**src/rtl/arbitro_divisor_pkg.sv**
```systemverilog
// Shared types and constants for the divider arbiter: FSM states, error codes
// and the operand width of the 7-bit restoring divider.
package divisor_pkg;

  localparam int W_DATA = 7;

  typedef enum logic [1:0] {
    IDLE   = 2'd0,
    LAUNCH = 2'd1,
    WAIT   = 2'd2,
    RESP   = 2'd3
  } state_t;

  typedef enum logic [1:0] {
    ERR_OK      = 2'b00,
    ERR_DIV0    = 2'b01,
    ERR_TIMEOUT = 2'b10
  } err_t;

endpackage

```
**src/rtl/arbitro_divisor_if.sv**
```systemverilog
// Bus bundle between the requesters, the arbiter and the shared divider.
// Handshake: a requester raises req[i] with its operands and holds them until
// ack[i] pulses for one cycle; that pulse carries the result and completes the
// transaction. req[i] still high in the cycle after ack[i] is a new request.
interface arbitro_divisor_if
  import divisor_pkg::*;
#(
  parameter int N_REQ = 4
);

  logic [N_REQ-1:0]        req;
  logic [N_REQ*W_DATA-1:0] op_dividendo;
  logic [N_REQ*W_DATA-1:0] op_divisor;
  logic [N_REQ-1:0]        ack;
  logic [W_DATA-1:0]       res_cociente;
  logic [W_DATA-1:0]       res_resto;
  logic [1:0]              res_err;
  logic                    busy;
  logic [2:0]              grant_id;
  logic                    div_start;
  logic [W_DATA-1:0]       div_dividendo;
  logic [W_DATA-1:0]       div_divisor;
  logic [W_DATA-1:0]       div_cociente;
  logic [W_DATA-1:0]       div_resto;
  logic                    div_done;

  modport slave (
    input  req, op_dividendo, op_divisor, div_cociente, div_resto, div_done,
    output ack, res_cociente, res_resto, res_err, busy, grant_id,
           div_start, div_dividendo, div_divisor
  );

  modport master (
    output req, op_dividendo, op_divisor, div_cociente, div_resto, div_done,
    input  ack, res_cociente, res_resto, res_err, busy, grant_id,
           div_start, div_dividendo, div_divisor
  );

endinterface

```
**src/rtl/arbitro_divisor_rr.sv**
```systemverilog
// Combinational round-robin picker: first requester found searching upward,
// with wrap, starting just after the last served index.
module arbitro_rr #(
  parameter int N_REQ = 4
) (
  input  logic [N_REQ-1:0] req,
  input  logic [2:0]       ptr,
  output logic             valid,
  output logic [2:0]       winner
);

  int best_off;

  // Distance from ptr+1 to j modulo N_REQ; the smallest distance wins.
  always_comb begin
    valid    = |req;
    winner   = '0;
    best_off = N_REQ;
    for (int j = 0; j < N_REQ; j++) begin
      if (req[j] && (((j - int'(ptr) - 1 + 2 * N_REQ) % N_REQ) < best_off)) begin
        best_off = (j - int'(ptr) - 1 + 2 * N_REQ) % N_REQ;
        winner   = 3'(j);
      end
    end
  end

endmodule

```
**src/rtl/arbitro_divisor.sv**
```systemverilog
// Shares one 7-bit restoring divider among N_REQ requesters: round-robin grant,
// operand latch, start pulse, bounded wait for done, one-hot ack with result.
module arbitro_divisor
  import divisor_pkg::*;
#(
  parameter int N_REQ   = 4,
  parameter int TIMEOUT = 31
) (
  input  logic               clk,
  input  logic               rst,
  arbitro_divisor_if.slave   bus,
  output state_t             state_dbg
);

  localparam int WD_W = $clog2(TIMEOUT + 1);

  state_t            state_q, state_d;
  logic [2:0]        ptr_q, ptr_d;
  logic [2:0]        grant_q, grant_d;
  logic [WD_W-1:0]   wd_q, wd_d;
  logic [W_DATA-1:0] coc_q, coc_d;
  logic [W_DATA-1:0] rem_q, rem_d;
  logic [W_DATA-1:0] dvd_q, dvd_d;
  logic [W_DATA-1:0] dvs_q, dvs_d;
  err_t              err_q, err_d;

  logic              rr_valid;
  logic [2:0]        rr_winner;
  logic [W_DATA-1:0] sel_dvd, sel_dvs;

  arbitro_rr #(.N_REQ(N_REQ)) u_rr (
    .req    (bus.req),
    .ptr    (ptr_q),
    .valid  (rr_valid),
    .winner (rr_winner)
  );

  always_comb begin
    sel_dvd = '0;
    sel_dvs = '0;
    for (int j = 0; j < N_REQ; j++) begin
      if (rr_winner == 3'(j)) begin
        sel_dvd = bus.op_dividendo[j*W_DATA +: W_DATA];
        sel_dvs = bus.op_divisor[j*W_DATA +: W_DATA];
      end
    end
  end

  always_ff @(posedge clk or negedge rst) begin
    if (!rst) begin
      state_q <= IDLE;
      ptr_q   <= 3'(N_REQ - 1);
      grant_q <= '0;
      wd_q    <= '0;
      coc_q   <= '0;
      rem_q   <= '0;
      dvd_q   <= '0;
      dvs_q   <= '0;
      err_q   <= ERR_OK;
    end else begin
      state_q <= state_d;
      ptr_q   <= ptr_d;
      grant_q <= grant_d;
      wd_q    <= wd_d;
      coc_q   <= coc_d;
      rem_q   <= rem_d;
      dvd_q   <= dvd_d;
      dvs_q   <= dvs_d;
      err_q   <= err_d;
    end
  end

  always_comb begin
    state_d = state_q;
    ptr_d   = ptr_q;
    grant_d = grant_q;
    wd_d    = wd_q;
    coc_d   = coc_q;
    rem_d   = rem_q;
    dvd_d   = dvd_q;
    dvs_d   = dvs_q;
    err_d   = err_q;
    case (state_q)
      IDLE: begin
        if (rr_valid) begin
          grant_d = rr_winner;
          dvd_d   = sel_dvd;
          dvs_d   = sel_dvs;
          // A zero divisor is answered here; the divider never sees it.
          if (sel_dvs == '0) begin
            coc_d   = '1;
            rem_d   = sel_dvd;
            err_d   = ERR_DIV0;
            state_d = RESP;
          end else begin
            state_d = LAUNCH;
          end
        end
      end
      LAUNCH: begin
        wd_d    = '0;
        state_d = WAIT;
      end
      WAIT: begin
        wd_d = wd_q + 1'b1;
        if (bus.div_done) begin
          coc_d   = bus.div_cociente;
          rem_d   = bus.div_resto;
          err_d   = ERR_OK;
          state_d = RESP;
        end else if (wd_q == WD_W'(TIMEOUT - 1)) begin
          coc_d   = '0;
          rem_d   = '0;
          err_d   = ERR_TIMEOUT;
          state_d = RESP;
        end
      end
      RESP: begin
        ptr_d   = grant_q;
        state_d = IDLE;
      end
      default: state_d = IDLE;
    endcase
  end

  assign bus.ack           = (state_q == RESP) ? ({{(N_REQ-1){1'b0}}, 1'b1} << grant_q) : '0;
  assign bus.res_cociente  = coc_q;
  assign bus.res_resto     = rem_q;
  assign bus.res_err       = err_q;
  assign bus.busy          = (state_q != IDLE);
  assign bus.grant_id      = grant_q;
  assign bus.div_start     = (state_q == LAUNCH);
  assign bus.div_dividendo = dvd_q;
  assign bus.div_divisor   = dvs_q;
  assign state_dbg         = state_q;

endmodule

```
**src/flat_wrapper.sv**
```systemverilog
// flat-port wrapper written by rule: the top's interface ports become plain ports
module arbitro_divisor_flat import divisor_pkg::*;
#(
  parameter int N_REQ   = 4,
  parameter int TIMEOUT = 31
)
  (clk, rst, state_dbg, bus_req, bus_op_dividendo, bus_op_divisor, bus_div_cociente, bus_div_resto, bus_div_done, bus_ack, bus_res_cociente, bus_res_resto, bus_res_err, bus_busy, bus_grant_id, bus_div_start, bus_div_dividendo, bus_div_divisor);
  arbitro_divisor_if #(.N_REQ(N_REQ)) bus_i ();
  input  logic clk;
  input  logic rst;
  output state_t state_dbg;
  input wire logic [$bits(bus_i.req)-1:0] bus_req;
  input wire logic [$bits(bus_i.op_dividendo)-1:0] bus_op_dividendo;
  input wire logic [$bits(bus_i.op_divisor)-1:0] bus_op_divisor;
  input wire logic [$bits(bus_i.div_cociente)-1:0] bus_div_cociente;
  input wire logic [$bits(bus_i.div_resto)-1:0] bus_div_resto;
  input wire logic [$bits(bus_i.div_done)-1:0] bus_div_done;
  output wire logic [$bits(bus_i.ack)-1:0] bus_ack;
  output wire logic [$bits(bus_i.res_cociente)-1:0] bus_res_cociente;
  output wire logic [$bits(bus_i.res_resto)-1:0] bus_res_resto;
  output wire logic [$bits(bus_i.res_err)-1:0] bus_res_err;
  output wire logic [$bits(bus_i.busy)-1:0] bus_busy;
  output wire logic [$bits(bus_i.grant_id)-1:0] bus_grant_id;
  output wire logic [$bits(bus_i.div_start)-1:0] bus_div_start;
  output wire logic [$bits(bus_i.div_dividendo)-1:0] bus_div_dividendo;
  output wire logic [$bits(bus_i.div_divisor)-1:0] bus_div_divisor;
  assign bus_i.req = bus_req;
  assign bus_i.op_dividendo = bus_op_dividendo;
  assign bus_i.op_divisor = bus_op_divisor;
  assign bus_i.div_cociente = bus_div_cociente;
  assign bus_i.div_resto = bus_div_resto;
  assign bus_i.div_done = bus_div_done;
  assign bus_ack = bus_i.ack;
  assign bus_res_cociente = bus_i.res_cociente;
  assign bus_res_resto = bus_i.res_resto;
  assign bus_res_err = bus_i.res_err;
  assign bus_busy = bus_i.busy;
  assign bus_grant_id = bus_i.grant_id;
  assign bus_div_start = bus_i.div_start;
  assign bus_div_dividendo = bus_i.div_dividendo;
  assign bus_div_divisor = bus_i.div_divisor;
  arbitro_divisor #(.N_REQ(N_REQ), .TIMEOUT(TIMEOUT)) u_core (.clk(clk), .rst(rst), .bus(bus_i), .state_dbg(state_dbg));
endmodule
```
**config.mk**
```make
export PLATFORM = sky130hd
export DESIGN_NAME = arbitro_divisor_flat
export DESIGN_NICKNAME = d
export VERILOG_FILES = /design/src/rtl/arbitro_divisor_pkg.sv /design/src/rtl/arbitro_divisor_if.sv /design/src/rtl/arbitro_divisor_rr.sv /design/src/rtl/arbitro_divisor.sv /design/src/flat_wrapper.sv
export SDC_FILE = /design/constraint.sdc
export NUM_CORES = 1
export LEC_CHECK = 0
export CORE_ASPECT_RATIO = 1.25
export CORE_MARGIN = 3
export CORE_UTILIZATION = 45
export DETAILED_ROUTE_END_ITERATION = 7
export PLACE_DENSITY_LB_ADDON = 0.12
export SETUP_SLACK_MARGIN = 0.02
export SLEW_MARGIN = 40
export SYNTH_ARGS = -nofsm -noshare
export SYNTH_HDL_FRONTEND = slang
export SYNTH_SLANG_ARGS = --single-unit
export TNS_END_PERCENT = 5
```
**constraint.sdc**
```tcl
create_clock -name clk -period 8.6 [get_ports clk]
set_input_delay 1.72 -clock clk [delete_from_list [all_inputs] [get_ports clk]]
set_output_delay 1.72 -clock clk [all_outputs]
set_load 0.1 [all_outputs]
```
* Word level (Yosys, flattened, before mapping)
Cells that the tools add are included.
** Storage, ports and cells
- Bits in registers :: 43
- Bits in latches :: 0
- Memory bits (writable) :: 0
- Bits in read-only memories :: 0
- Input bits :: 77
- Output and inout bits :: 41
- Logic and storage cells :: 94
- Memories kept :: 0
** Operators by class
- Add/sub/neg operators :: 13
- Multiply operators :: 0
- Divide/modulo/power cells :: 0
- Order comparisons :: 4
- Equality and inequality tests :: 10
- Shifts and indexed selects :: 1
- Multiplexer cells :: 35
- Bitwise operators :: 4
- Reductions and logical operators :: 18
** Operators by type and width (count)
- $mux 7 :: 15
- $lt 3x32->1 :: 3
- $mux 32 :: 3
- $pmux 7 s2 :: 2
- $add 5x5->6 const B :: 4
- $sub 4x2->5 const B :: 4
- $mux 2 :: 8
- $pmux 5 s2 :: 1
- $pmux 2 s4 :: 1
- $reduce_or 2->1 :: 4
- $sub 1x3->4 const A :: 2
- $sub 2x3->4 const A :: 2
- $logic_not 7->1 :: 1
- $eq 3x2->1 const B :: 2
- $mux 3 :: 2
- $reduce_bool 2->1 :: 3
- $add 5x1->5 const B :: 1
- $eq 5x5->1 const B :: 1
- $and 1x1->1 :: 4
- $eq 2x2->1 const B :: 2
- $logic_and 1x1->1 :: 4
- $lt 3x4->1 const B :: 1
- $mux 4 :: 1
- $ne 2x1->1 const B :: 2
- 11 further kinds :: 12

* Depth between registers and ports, before layout
- Word-level depth :: 26
- Gate-level depth with buffers :: 24
- Depth with buffers taken out :: 19

* Hierarchy
Synthesis repeated with hierarchy kept, for this count alone.
** Unflattened totals
- Cell total of the unflattened synthesis :: 319
- Area total of the unflattened synthesis :: 3055.4 um^2
** By module, submodules not included
- arbitro_divisor :: times used 1, cells an instance 246, area each 2537.4 um^2, seq. area each 1078.5 um^2
- arbitro_rr :: times used 1, cells an instance 73, area each 518.0 um^2, seq. area each 0.0 um^2

* Worst setup path after synthesis
No wires, ideal clock.
- Path type :: input port to flip-flop
- Start :: input bus_req[1]
- End :: register u_core.coc_q[2], in the netlist u_core.bus.res_cociente[2]
- Setup time :: 0.125 ns
- Arrival :: 6.442 ns
- Data required time :: 8.475 ns
- Setup slack :: 2.032 ns
- Stages on the path :: 21
- Buffers on the path :: 4
- Path through :: nor2b_1 a31o_2 clkbuf_1 clkbuf_1 mux2_2 ha_1 o21ai_1 nor2_4 o21ai_4 clkbuf_1 nor2_1 a21oi_1 ha_1 and2_1 a221oi_1 a211oi_1 a221oi_4 mux2i_1 o31a_1 buf_6 mux2_4
** On the way
- Longest elaborated chain between the ends :: 16
- Elaborated cells between the ends (all ways) :: 23
- Classes of those cells :: 2 x order compare; 5 x eq/ne; 9 x mux; 7 x reduce/logical
** RTL lines
- start, declared :: RTL line flat_wrapper.sv:12 : input wire logic [$bits(bus_i.req)-1:0] bus_req;
- $logic_and 1x1->1 :: RTL line arbitro_divisor_rr.sv:20 : if (req[j] && (((j - int'(ptr) - 1 + 2 * N_REQ) % N_REQ) < best_off)) begin
- $mux 32 :: RTL line arbitro_divisor_rr.sv:20
- $lt 3x32->1 :: RTL line arbitro_divisor_rr.sv:20
- $logic_and 1x1->1 :: RTL line arbitro_divisor_rr.sv:20
- $mux 32 :: RTL line arbitro_divisor_rr.sv:20
- $lt 3x32->1 :: RTL line arbitro_divisor_rr.sv:20
- $logic_and 1x1->1 :: RTL line arbitro_divisor_rr.sv:20
- $mux 3 :: RTL line arbitro_divisor_rr.sv:20
- $logic_not 3->1 :: RTL line arbitro_divisor.sv:42 : if (rr_winner == 3'(j)) begin
- $mux 7 (4 in a row) :: RTL line arbitro_divisor.sv:42
- $logic_not 7->1 :: RTL line arbitro_divisor.sv:90 : if (sel_dvs == '0) begin
- $ne 2x1->1 (no line)
- $reduce_and 4->1 (no line) *
- end signal, assigned :: RTL line arbitro_divisor.sv:65 : coc_q <= coc_d;
- end, declared :: RTL line arbitro_divisor.sv:21 : logic [W_DATA-1:0] coc_q, coc_d;
Every way passes the cells marked *; elsewhere a longest branch is shown, timed or not.
A chain may end at the register's enable or synchronous reset.

* Worst setup path in the final report
- Start :: input bus_req[1]
- End :: register u_core.coc_q[0], in the netlist u_core.bus.res_cociente[0]
The elaborated chain is that of the path after synthesis.

==> flow_summary.json <==
{
  "worst_slew_pin_slew_ns": 0.789,
  "grt_setup_unrepaired": "false",
  "numCtsBuffers": 5,
  "grt-ovfl-total": 0,
  "cts_tree": "built",
  "startpoint_type": "input pin",
  "cts.clk_slew.worst_paths_ns": 0.09,
  "grt_max_degree": 42,
  "drv_slew": 0,
  "slew_headroom": 0.474,
  "cts.repair.resized": 0,
  "dieArea_um2": 7500,
  "synth_async_sr_flop_share": 1.00,
  "cts_max_path_buffers": 2,
  "n_antenna_cell": 0,
  "drt_iter0_drc": 136,
  "timing.final.crit_share": 0.880,
  "ys_seq_elements": 41,
  "synth_edf_count": 0,
  "crit_type": "in -> reg",
  "avgSynthCellArea_um2": 9.05,
  "synth_nets": 413,
  "die_w_um": 78.1,
  "syn_area_um2": 2920,
  "synth.yosys.seq_area_share": 0.352,
  "num_io_pins": 118,
  "synth_top_area_frac": 0.334,
  "num-fill-cells": 591,
  "slowest_stage": "o31a_1",
  "clock_sinks": 41,
  "synth.top_cells.by_area": "dfrtp_1 (33%), mux2i_1 (7.5%), nand2_1 (6.9%), ha_1 (5.6%), mux2_4 (5.1%)",
  "yosysTopAreaCell": "dfrtp_1",
  "period_minus_slack_ns": 7.57,
  "ys.flop_type": "dfrtp_1",
  "drc": 0,
  "grt_use_total": 0.230,
  "ys_types": 56,
  "critPathBufInv": 2,
  "grt_pass1_vias": 2813,
  "cts_htree_levels": 2,
  "vias": 2900,
  "synthCells": 323,
  "worstSkewPairLatency_ns": 0.30,
  "hpwl_mm": 6.46,
  "crit_required_ns": 8.78,
  "hold_buffers": 0,
  "io_buffers": 116,
  "grt_pass1_wl_mm": 13.7,
  "yosysWarnings": 0,
  "finalHoldViolations": 0,
  "postCtsSetupRepairBufs": 0,
  "min_path_type": "reg -> reg",
  "antenna_found_initial": 0,
  "ant_nets": 0,
  "drive_above_1_share": 0.181,
  "crit_family": "compound AO/OA/AOI/OAI gates",
  "worstPathMaxFanout": 21,
  "slowest_delay_ns": 0.71,
  "via_per_inst": 5.61,
  "first_pass_iters": 4,
  "crit_arrival_ns": 7.74,
  "fin_nets": 521,
  "rows": 32,
  "synthToLayoutAreaGrowth_pct": 39.3,
  "wl_mm": 8.55,
  "max_freq_mhz": 132,
  "path_cells": "clkdlybuf4s50_1 -> nor2b_1 -> a31o_2 -> mux2_2 -> ha_1 -> o21ai_1 -> nor2_4 -> o21ai_4 -> nor2_1 -> a21oi_1 -> ha_1 -> and2_1 -> a221oi_1 -> a211oi_1 -> a221oi_4 -> buf_4 -> mux2i_1 -> o31a_1 -> mux2_2",
  "place_congestion": 0.887,
  "initial_core_util": 0.468,
  "dieHeight_um": 96.1,
  "cts-root-buf": "clkbuf_8",
  "wl_per_cell_um": 16.5,
  "coreArea_um2": 6250,
  "setup_viol": 0,
  "cp-end-kind": "flip-flop",
  "fin_tns_setup_ns": 0,
  "fin_worst_skew_ns": 0.0115,
  "cap_violations": 0,
  "status": "finished, final reports clean"
}
## cell families after synthesis
logic type / share of synthesized area
AND/OR/NAND/NOR: 0.165
AO/OA/AOI/OAI: 0.211
flip-flops: 0.352
multiplexers: 0.158
buffers and inverters: 0.0501
adder cells (fa/ha/maj): 0.0557
other: 0.00257
XOR/XNOR: 0.00600
## routing by layer
| metal | wire length, um | global-route usage | vias up |
|---|---|---|---|
| met1 | 3610 | 0.286 | 1388 |
| met4 | 148 | 0.0758 | 0 |
| met5 | 0 | 0 | - |
| li1 | - | - | 1385 |
| met3 | 636 | 0.0599 | 12 |
| met2 | 4160 | 0.391 | 115 |
## worst reg2reg max path, cell delays in order (launching register included)
cell,delay [ns]
dfstp_2,0.56
inv_1,0.07
ha_1,0.35
nand2b_1,0.15
a31o_2,0.51
mux2_2,0.42
ha_1,0.28
o21ai_1,0.26
nor2_4,0.09
o21ai_4,0.48
nor2_1,0.09
a21oi_1,0.16
ha_1,0.26
and2_1,0.16
a221oi_1,0.35
a211oi_1,0.17
a221oi_4,0.24
buf_4,0.32
mux2i_1,0.43
o31a_1,0.72
mux2_2,0.42
## metrics by stage
step | util | hold WS [ns] | cell area [um2] | instances | setup WS (ns)
finish | 0.652 | 0.476 | 4070 | 517 | 1.03
global placement | 0.660 | 0.462 | 4130 | 509 | 1.12
global route | 0.652 | 0.530 | 4070 | 517 | 0.654
detailed placement | 0.630 | 0.466 | 3930 | 509 | 0.826
floorplan | - | 0.506 | 2920 | 323 | 2.03
CTS | 0.651 | 0.486 | 4070 | 517 | 1.13
## cell type report
type,instances,area [um2],area share
sequential,41,1030,0.253
timing repair buffer,118,973,0.239
clock buffer,5,68.8,0.0169
tap,85,106,0.0261
clock inverter,3,65.1,0.0160
multi-input combinational,247,1760,0.433
inverter,18,67.6,0.0166
## cell usage in the layout, fill, tap and decap left out, types with 2 or more instances in the layout
cell,instances
a211oi_1,2
a21oi_1,26
a221oi_1,6
a22oi_1,3
a32oi_1,3
and2_1,2
buf_2,40
buf_4,3
bufinv_16,2
clkbuf_8,5
clkdlybuf4s50_1,75
conb_1,2
dfrtp_1,39
dfstp_2,2
ha_1,13
inv_1,18
mux2_2,8
mux2_4,10
mux2i_1,22
nand2_1,53
nand2b_1,4
nand3_1,7
nor2_1,10
nor3_1,4
nor4b_1,2
o2111ai_1,3
o21a_1,8
o21ai_0,21
o2bb2ai_1,3
or3_1,2
or4_1,4
xnor2_1,2
## state kept, by name, summed over array words and instances, names as in the netlist
register / count
u_core.bus.res_resto: 7
u_core.bus.div_divisor: 7
u_core.bus.grant_id: 2
u_core.bus.div_dividendo: 7
u_core.bus.res_cociente: 7
u_core.bus.res_err: 2
u_core.state_dbg: 2
u_core.ptr_q: 2
u_core.wd_q: 5
## worst paths after layout
path	slack, ns	start	depth (start not counted)	end
min in group asynchronous	1.40	rst	1	u_core.bus.grant_id[0]$_DFFE_PN0P_
max reg2reg	1.99	u_core.ptr_q[1]$_DFFE_PN1P_	20	u_core.bus.res_cociente[0]$_DFFE_PN0P_
min	0.48	u_core.bus.div_divisor[1]$_DFFE_PN0P_	2	u_core.bus.div_divisor[1]$_DFFE_PN0P_
max	1.03	bus_req[1]	19	u_core.bus.res_cociente[0]$_DFFE_PN0P_
min reg2reg	0.48	u_core.bus.div_divisor[1]$_DFFE_PN0P_	2	u_core.bus.div_divisor[1]$_DFFE_PN0P_
max in group asynchronous	6.83	rst	1	u_core.bus.res_cociente[5]$_DFFE_PN0P_
## synth_stat cells (5+ instances only)
| master | instances |
|---|---|
| a21oi_1 | 26 |
| clkbuf_1 | 12 |
| inv_1 | 18 |
| nand3_1 | 7 |
| nor2_1 | 10 |
| mux2i_1 | 22 |
| ha_1 | 13 |
| dfrtp_1 | 39 |
| o21a_1 | 8 |
| nand2_1 | 54 |
| mux2_2 | 8 |
| a221oi_1 | 6 |
| o21ai_0 | 21 |
| nor3_1 | 5 |
| mux2_4 | 10 |
Power is left out: the tool's default activity adds up to more than one toggle a clock period on the data nets, which glitch-free logic cannot reach.
==> variant 1: new RTL, same flow settings <==
`N_REQ` is set to 4 in 4 places; all go to 2.
--- a/src/rtl/arbitro_divisor_if.sv
+++ b/src/rtl/arbitro_divisor_if.sv
@@ -6,5 +6,5 @@
   import divisor_pkg::*;
 #(
-  parameter int N_REQ = 4
+  parameter int N_REQ = 2
 );
 
--- a/src/rtl/arbitro_divisor_rr.sv
+++ b/src/rtl/arbitro_divisor_rr.sv
@@ -2,5 +2,5 @@
 // with wrap, starting just after the last served index.
 module arbitro_rr #(
-  parameter int N_REQ = 4
+  parameter int N_REQ = 2
 ) (
   input  logic [N_REQ-1:0] req,
--- a/src/rtl/arbitro_divisor.sv
+++ b/src/rtl/arbitro_divisor.sv
@@ -4,5 +4,5 @@
   import divisor_pkg::*;
 #(
-  parameter int N_REQ   = 4,
+  parameter int N_REQ   = 2,
   parameter int TIMEOUT = 31
 ) (
--- a/src/flat_wrapper.sv
+++ b/src/flat_wrapper.sv
@@ -2,5 +2,5 @@
 module arbitro_divisor_flat import divisor_pkg::*;
 #(
-  parameter int N_REQ   = 4,
+  parameter int N_REQ   = 2,
   parameter int TIMEOUT = 31
 )
Interface: changed (resized bus_ack, bus_op_dividendo, bus_op_divisor and bus_req); port bits go from 118 to 86. No check against the original RTL was run, so the function may have changed too.
==> variant 1 against the unedited design <==
  * Register-to-register slack gained 4.1 ns
  * Cell area shrank 29%
  * Sequential cell count shrank 2
  * Worst setup slack gained 3.8 ns
  * Synthesized area shrank 28%
  * Fmax grew 100%
  * Die area shrank 27%
  * Routed wire length shrank 45%
  * Worst hold slack gained 0.0018 ns
  * Non-clock buffer count shrank 33
  * Critical path type unchanged
Power is left out: the tool's default activity adds up to more than one toggle a clock period on the data nets, which glitch-free logic cannot reach.
==> variant 1: results (changes against the unedited design) <==
Drt
  • DRT iter0 DRCs: 74 (-46%)
  • DRT Wirelength: 4740 um (-45%)
  • TritonRoute pass-1 iters: 4 (unchanged)
  • WL/cell: 13.9 um (-16%)
  • Routed vias/inst: 4.95 (-12%)

Global route
  • Global Route Usage Sum: 18.1% (-4.9 points)
  • Number of global-route vias before repair: 1620 (-42%)
  • Met2 usage: 31.0% (-8.2 points)
  • Pin count of the biggest net entering global routing: 40 (-4.8%)
  • First-pass GRT wire length: 7550 um (-45%)
  • Met1 Track Usage GR: 22.3% (-6.3 points)
  • GRT met3 Usage: 4.87% (-1.1 points)

Run status
  • Outcome: completed

Worst setup path
  • Crit Path Max Fanout: 15 (-29%)
  • Critical path arrival: 3.95 ns (-3.79 ns)
  • CP endpoint: u_core.bus.res_resto[1]$_DFFE_PN0P_
  • R2r startpoint: u_core.state_dbg[0]$_DFFE_PN0P_
  • Cells on worst reg2reg path: 8 (-60%)
  • Reg-to-reg slack, setup: 6.12 ns (+4.13 ns)
  • Crit path launch: bus_div_done

Finish
  • Antenna Cells: 0 (unchanged)
  • Ratio of cells with drive above 1 in the final layout: 25.4% (+7.4 points)
  • Nets: 336 (-36%)

Placed design
  • Buffers on Ports: 83 (-28%)
  • Cells after DPL: 333 (-35%)
  • Post-DP HPWL: 3550 um (-45%)
  • Dpl ws: 4.51 ns (+3.68 ns)
  • Post-DP Area: 2750 um2 (-30%)
  • Placer Congestion: 0.822 (-7.3%)

Timing
  • Max_slew headroom: 57.3% (+9.9 points)
  • Final WS setup: 4.83 ns (+3.79 ns)
  • Fin. max-slew vios: 0 (unchanged)
  • Clk_skew: 0.00508 ns (-0.00642 ns)
  • WHS: 0.478 ns (+0.00179 ns)

Min path
  • Hold_sp: u_core.bus.div_divisor[3]$_DFFE_PN0P_
  • Hold path endpoint: u_core.bus.div_divisor[3]$_DFFE_PN0P_
  • Worst hold stages: 2 (unchanged)

Yosys
  • Synth cell types: 34 (-39%)
  • Post-Syn Area per Cell: 10.4 um2 (+15%)
  • Asr flop ratio synth: 100% (unchanged)
  • Commonest cells post-synth: dfrtp_1, nand2_1, o21ai_0
  • Top cells by area, synth: dfrtp_1, o21ai_0, mux2i_1, nand2_1, mux2_4
  • Sequential share of the synthesized area: 46.7% (+11 points)
  • Yosys warns: 0 (unchanged)
  • Synth Flop Type: dfrtp_1

CTS
  • Clk root buf: clkbuf_8
  • Clock Tree Buf Depth: 2 (unchanged)
  • Post CTS Setup Buffer Count: 0 (unchanged)
  • Clock latency at the later pin of the worst-skew pair: around 0.29 ns
  • Total CTS buffers: 5 (unchanged)
  • Reg clk slew, reported paths: 0.07 ns (-0.02 ns)
  • Post-CTS resize count: 0 (unchanged)
variant 1: critical path, cell delays in order:
cell	delay, ns
clkdlybuf4s50_1	0.67
nand2b_4	0.28
a41oi_4	0.22
nor2_2	0.08
a21oi_4	0.56
mux2_2	0.41
variant 1: kinds of logic after synthesis:
| logic type | share of synthesized area, % |
|---|---|
| simple gates | 13.6 |
| compound gates | 12.3 |
| flops | 46.7 |
| mux | 17.3 |
| buf+inv | 5.74 |
| fa+ha+maj | 4.18 |
| other cells | 0.179 |
variant 1: cell type report:
class	count	area, um2
clock buffer	6	82.6
clock inverter	2	35.0
fill	414	1590
inverter	9	33.8
multi-input combinational	142	1010
sequential	39	977
tap	58	72.6
timing repair buffer	85	658
variant 1: metal layers:
layer,part of all wire [%],wire (um)
met1,41,1940
met2,52,2460
met3,5.6,267
met4,1.4,67
met5,0,0
==> variant 2: new RTL, config.mk and constraints unchanged <==
Made on the original files. Reset style: synchronous (`rst`), changed in one clocked block.
--- a/src/rtl/arbitro_divisor.sv
+++ b/src/rtl/arbitro_divisor.sv
@@ -47,5 +47,5 @@
   end
 
-  always_ff @(posedge clk or negedge rst) begin
+  always_ff @(posedge clk) begin
     if (!rst) begin
       state_q <= IDLE;
Check against the original RTL: differs if rst is asserted again (counterexample within 4 cycles, from zero or initial values and one cycle with rst low); with rst held inactive, the same outputs for 4 cycles.
==> variant 2 against the unedited design <==
  * Routed wire length shrank 12%
  * Worst setup slack better by 1.5 ns
  * Synthesized area down 11%
  * Cell area is 9.5% lower
  * Sequential share of layout area is 3.0 points lower
  * Fmax grew 25%
  * Worst hold slack worse by 0.019 ns
  * First-iteration DRC count shrank 14%
  * Sequential cell count unchanged
  * Critical path type unchanged
  * Critical endpoint is now u_core.bus.res_err[0]$_SDFFE_PN0P_
Power is not shown: default switching activity piles up to over one toggle a cycle in this logic, so the estimate is an artifact.
==> variant 2: results (changes against the unedited design) <==
Run status
  • Outcome: completed

Yosys
  • Asr flop ratio synth: 0% (-100 points)
  • Synth Flop Type: dfxtp_1
  • Top cells by area, synth: dfxtp_1, mux2_2, ha_1, nor2_1, a21oi_1

Finish
  • Layout fillers: 482 (-18%)
  • Nets: 498 (-4.4%)
  • Ratio of cells with drive above 1 in the final layout: 19.3% (+1.3 points)

Placed design
  • Post-DP Area: 3580 um2 (-9.0%)
  • Placer Congestion: 0.816 (-8.0%)
  • Dpl ws: 2.15 ns (+1.32 ns)

Drt
  • DRT Wirelength: 7540 um (-12%)
  • DRT iter0 DRCs: 117 (-14%)
  • Routed vias/inst: 5.79 (+3.2%)

Worst setup path
  • Crit Path Max Fanout: 16 (-24%)
  • Reg-to-reg slack, setup: 3.64 ns (+1.65 ns)
  • Critical path arrival: 6.31 ns (-1.43 ns)
  • Cells on worst reg2reg path: 18 (-10%)
  • Slowest-stage cell, CP: and3_1
  • Critical Path Max Stage Delay: 0.62 ns (-0.09 ns)
  • Crit path launch: bus_req[0]
  • CP endpoint: u_core.bus.res_err[0]$_SDFFE_PN0P_
  • R2r startpoint: u_core.ptr_q[0]$_SDFFE_PN1P_

Timing
  • Maximum clock rate: 0.165 GHz (+25%)
  • Clk_skew: 0.00343 ns (-0.00806 ns)
  • Max_slew headroom: 48.6% (+1.2 points)

Global route
  • Number of global-route vias before repair: 2658 (-5.5%)
  • First-pass GRT wire length: 12200 um (-11%)
  • Global Route Usage Sum: 22.5% (-0.59 points)
  • Pin count of the biggest net entering global routing: 26 (-38%)
## variant 2: cell types whose count changed after synthesis, moves of 9 or more
cell     change
a31oi_1      +9
dfrtp_1     -39
nand2_1     -34
o21ai_0     -10
nor2_1      +26
mux2_4      -10
mux2i_1     -21
dfxtp_1     +41
## variant 2: worst reg2reg max path, stage by stage (launching register included)
cell and delay [ns]:
dfxtp_1 0.42, ha_1 0.48, nand2b_4 0.09, nor3b_1 0.21
nor2_1 0.09, ha_1 0.21, nand2b_1 0.16, o221a_4 0.25
o21ai_4 0.22, a21oi_1 0.11, ha_1 0.30, inv_1 0.04
o2111ai_1 0.22, a21oi_1 0.11, nand2b_4 0.24, a22o_1 0.31
o311ai_2 0.55, and3_1 0.62, o221a_2 0.30
## variant 2: cell type report
type	instances	share of cell area (%)
clock inverters	2	0.374
inverters	11	1.12
clock buffers	6	2.24
well taps	64	2.17
flip-flops and latches	41	22.3
multi-input cells	231	45.4
repair buffers	118	26.4
## variant 2: cell families (layout without fill, tap and decap cells)
logic type | after synthesis | count (layout) | share of synthesized area, %
simple gates | 98 | 98 | 19.1
compound gates | 97 | 97 | 29.3
flops | 41 | 41 | 31.4
buf+inv | 30 | 137 | 5.17
mux | 16 | 16 | 6.85
fa+ha+maj | 13 | 13 | 6.22
xor+xnor | 5 | 5 | 1.68
other cells | 2 | 2 | 0.287
## variant 2: per-layer routing
metal	wire [um]	global-route usage [%]
met1	2890	25.4
met2	3960	40.8
met3	586	5.65
met4	104	5.44
met5	0	0
## variant 2: worst min-delay path by stage
stage,startpoint,to,slack (ns),depth (start not counted)
floorplan,u_core.wd_q[4]$_SDFFE_PN0P_,u_core.wd_q[4]$_SDFFE_PN0P_,0.48,2
global placement,u_core.bus.div_divisor[2]$_SDFFE_PN0P_,u_core.bus.div_divisor[2]$_SDFFE_PN0P_,0.44,2
detailed placement,u_core.bus.div_divisor[0]$_SDFFE_PN0P_,u_core.bus.div_divisor[0]$_SDFFE_PN0P_,0.45,2
CTS,u_core.bus.div_divisor[0]$_SDFFE_PN0P_,u_core.bus.div_divisor[0]$_SDFFE_PN0P_,0.46,2
global route,u_core.bus.res_cociente[4]$_SDFFE_PN0P_,u_core.bus.res_cociente[4]$_SDFFE_PN0P_,0.49,1
finish,u_core.bus.div_divisor[0]$_SDFFE_PN0P_,u_core.bus.div_divisor[0]$_SDFFE_PN0P_,0.46,2
## variant 2: through the flow
stage / cells / hold WS [ns]
after floorplan: 302 / 0.479
after global placement: 464 / 0.441
after detailed placement: 465 / 0.446
after CTS: 473 / 0.456
after global routing: 473 / 0.488
final: 473 / 0.457
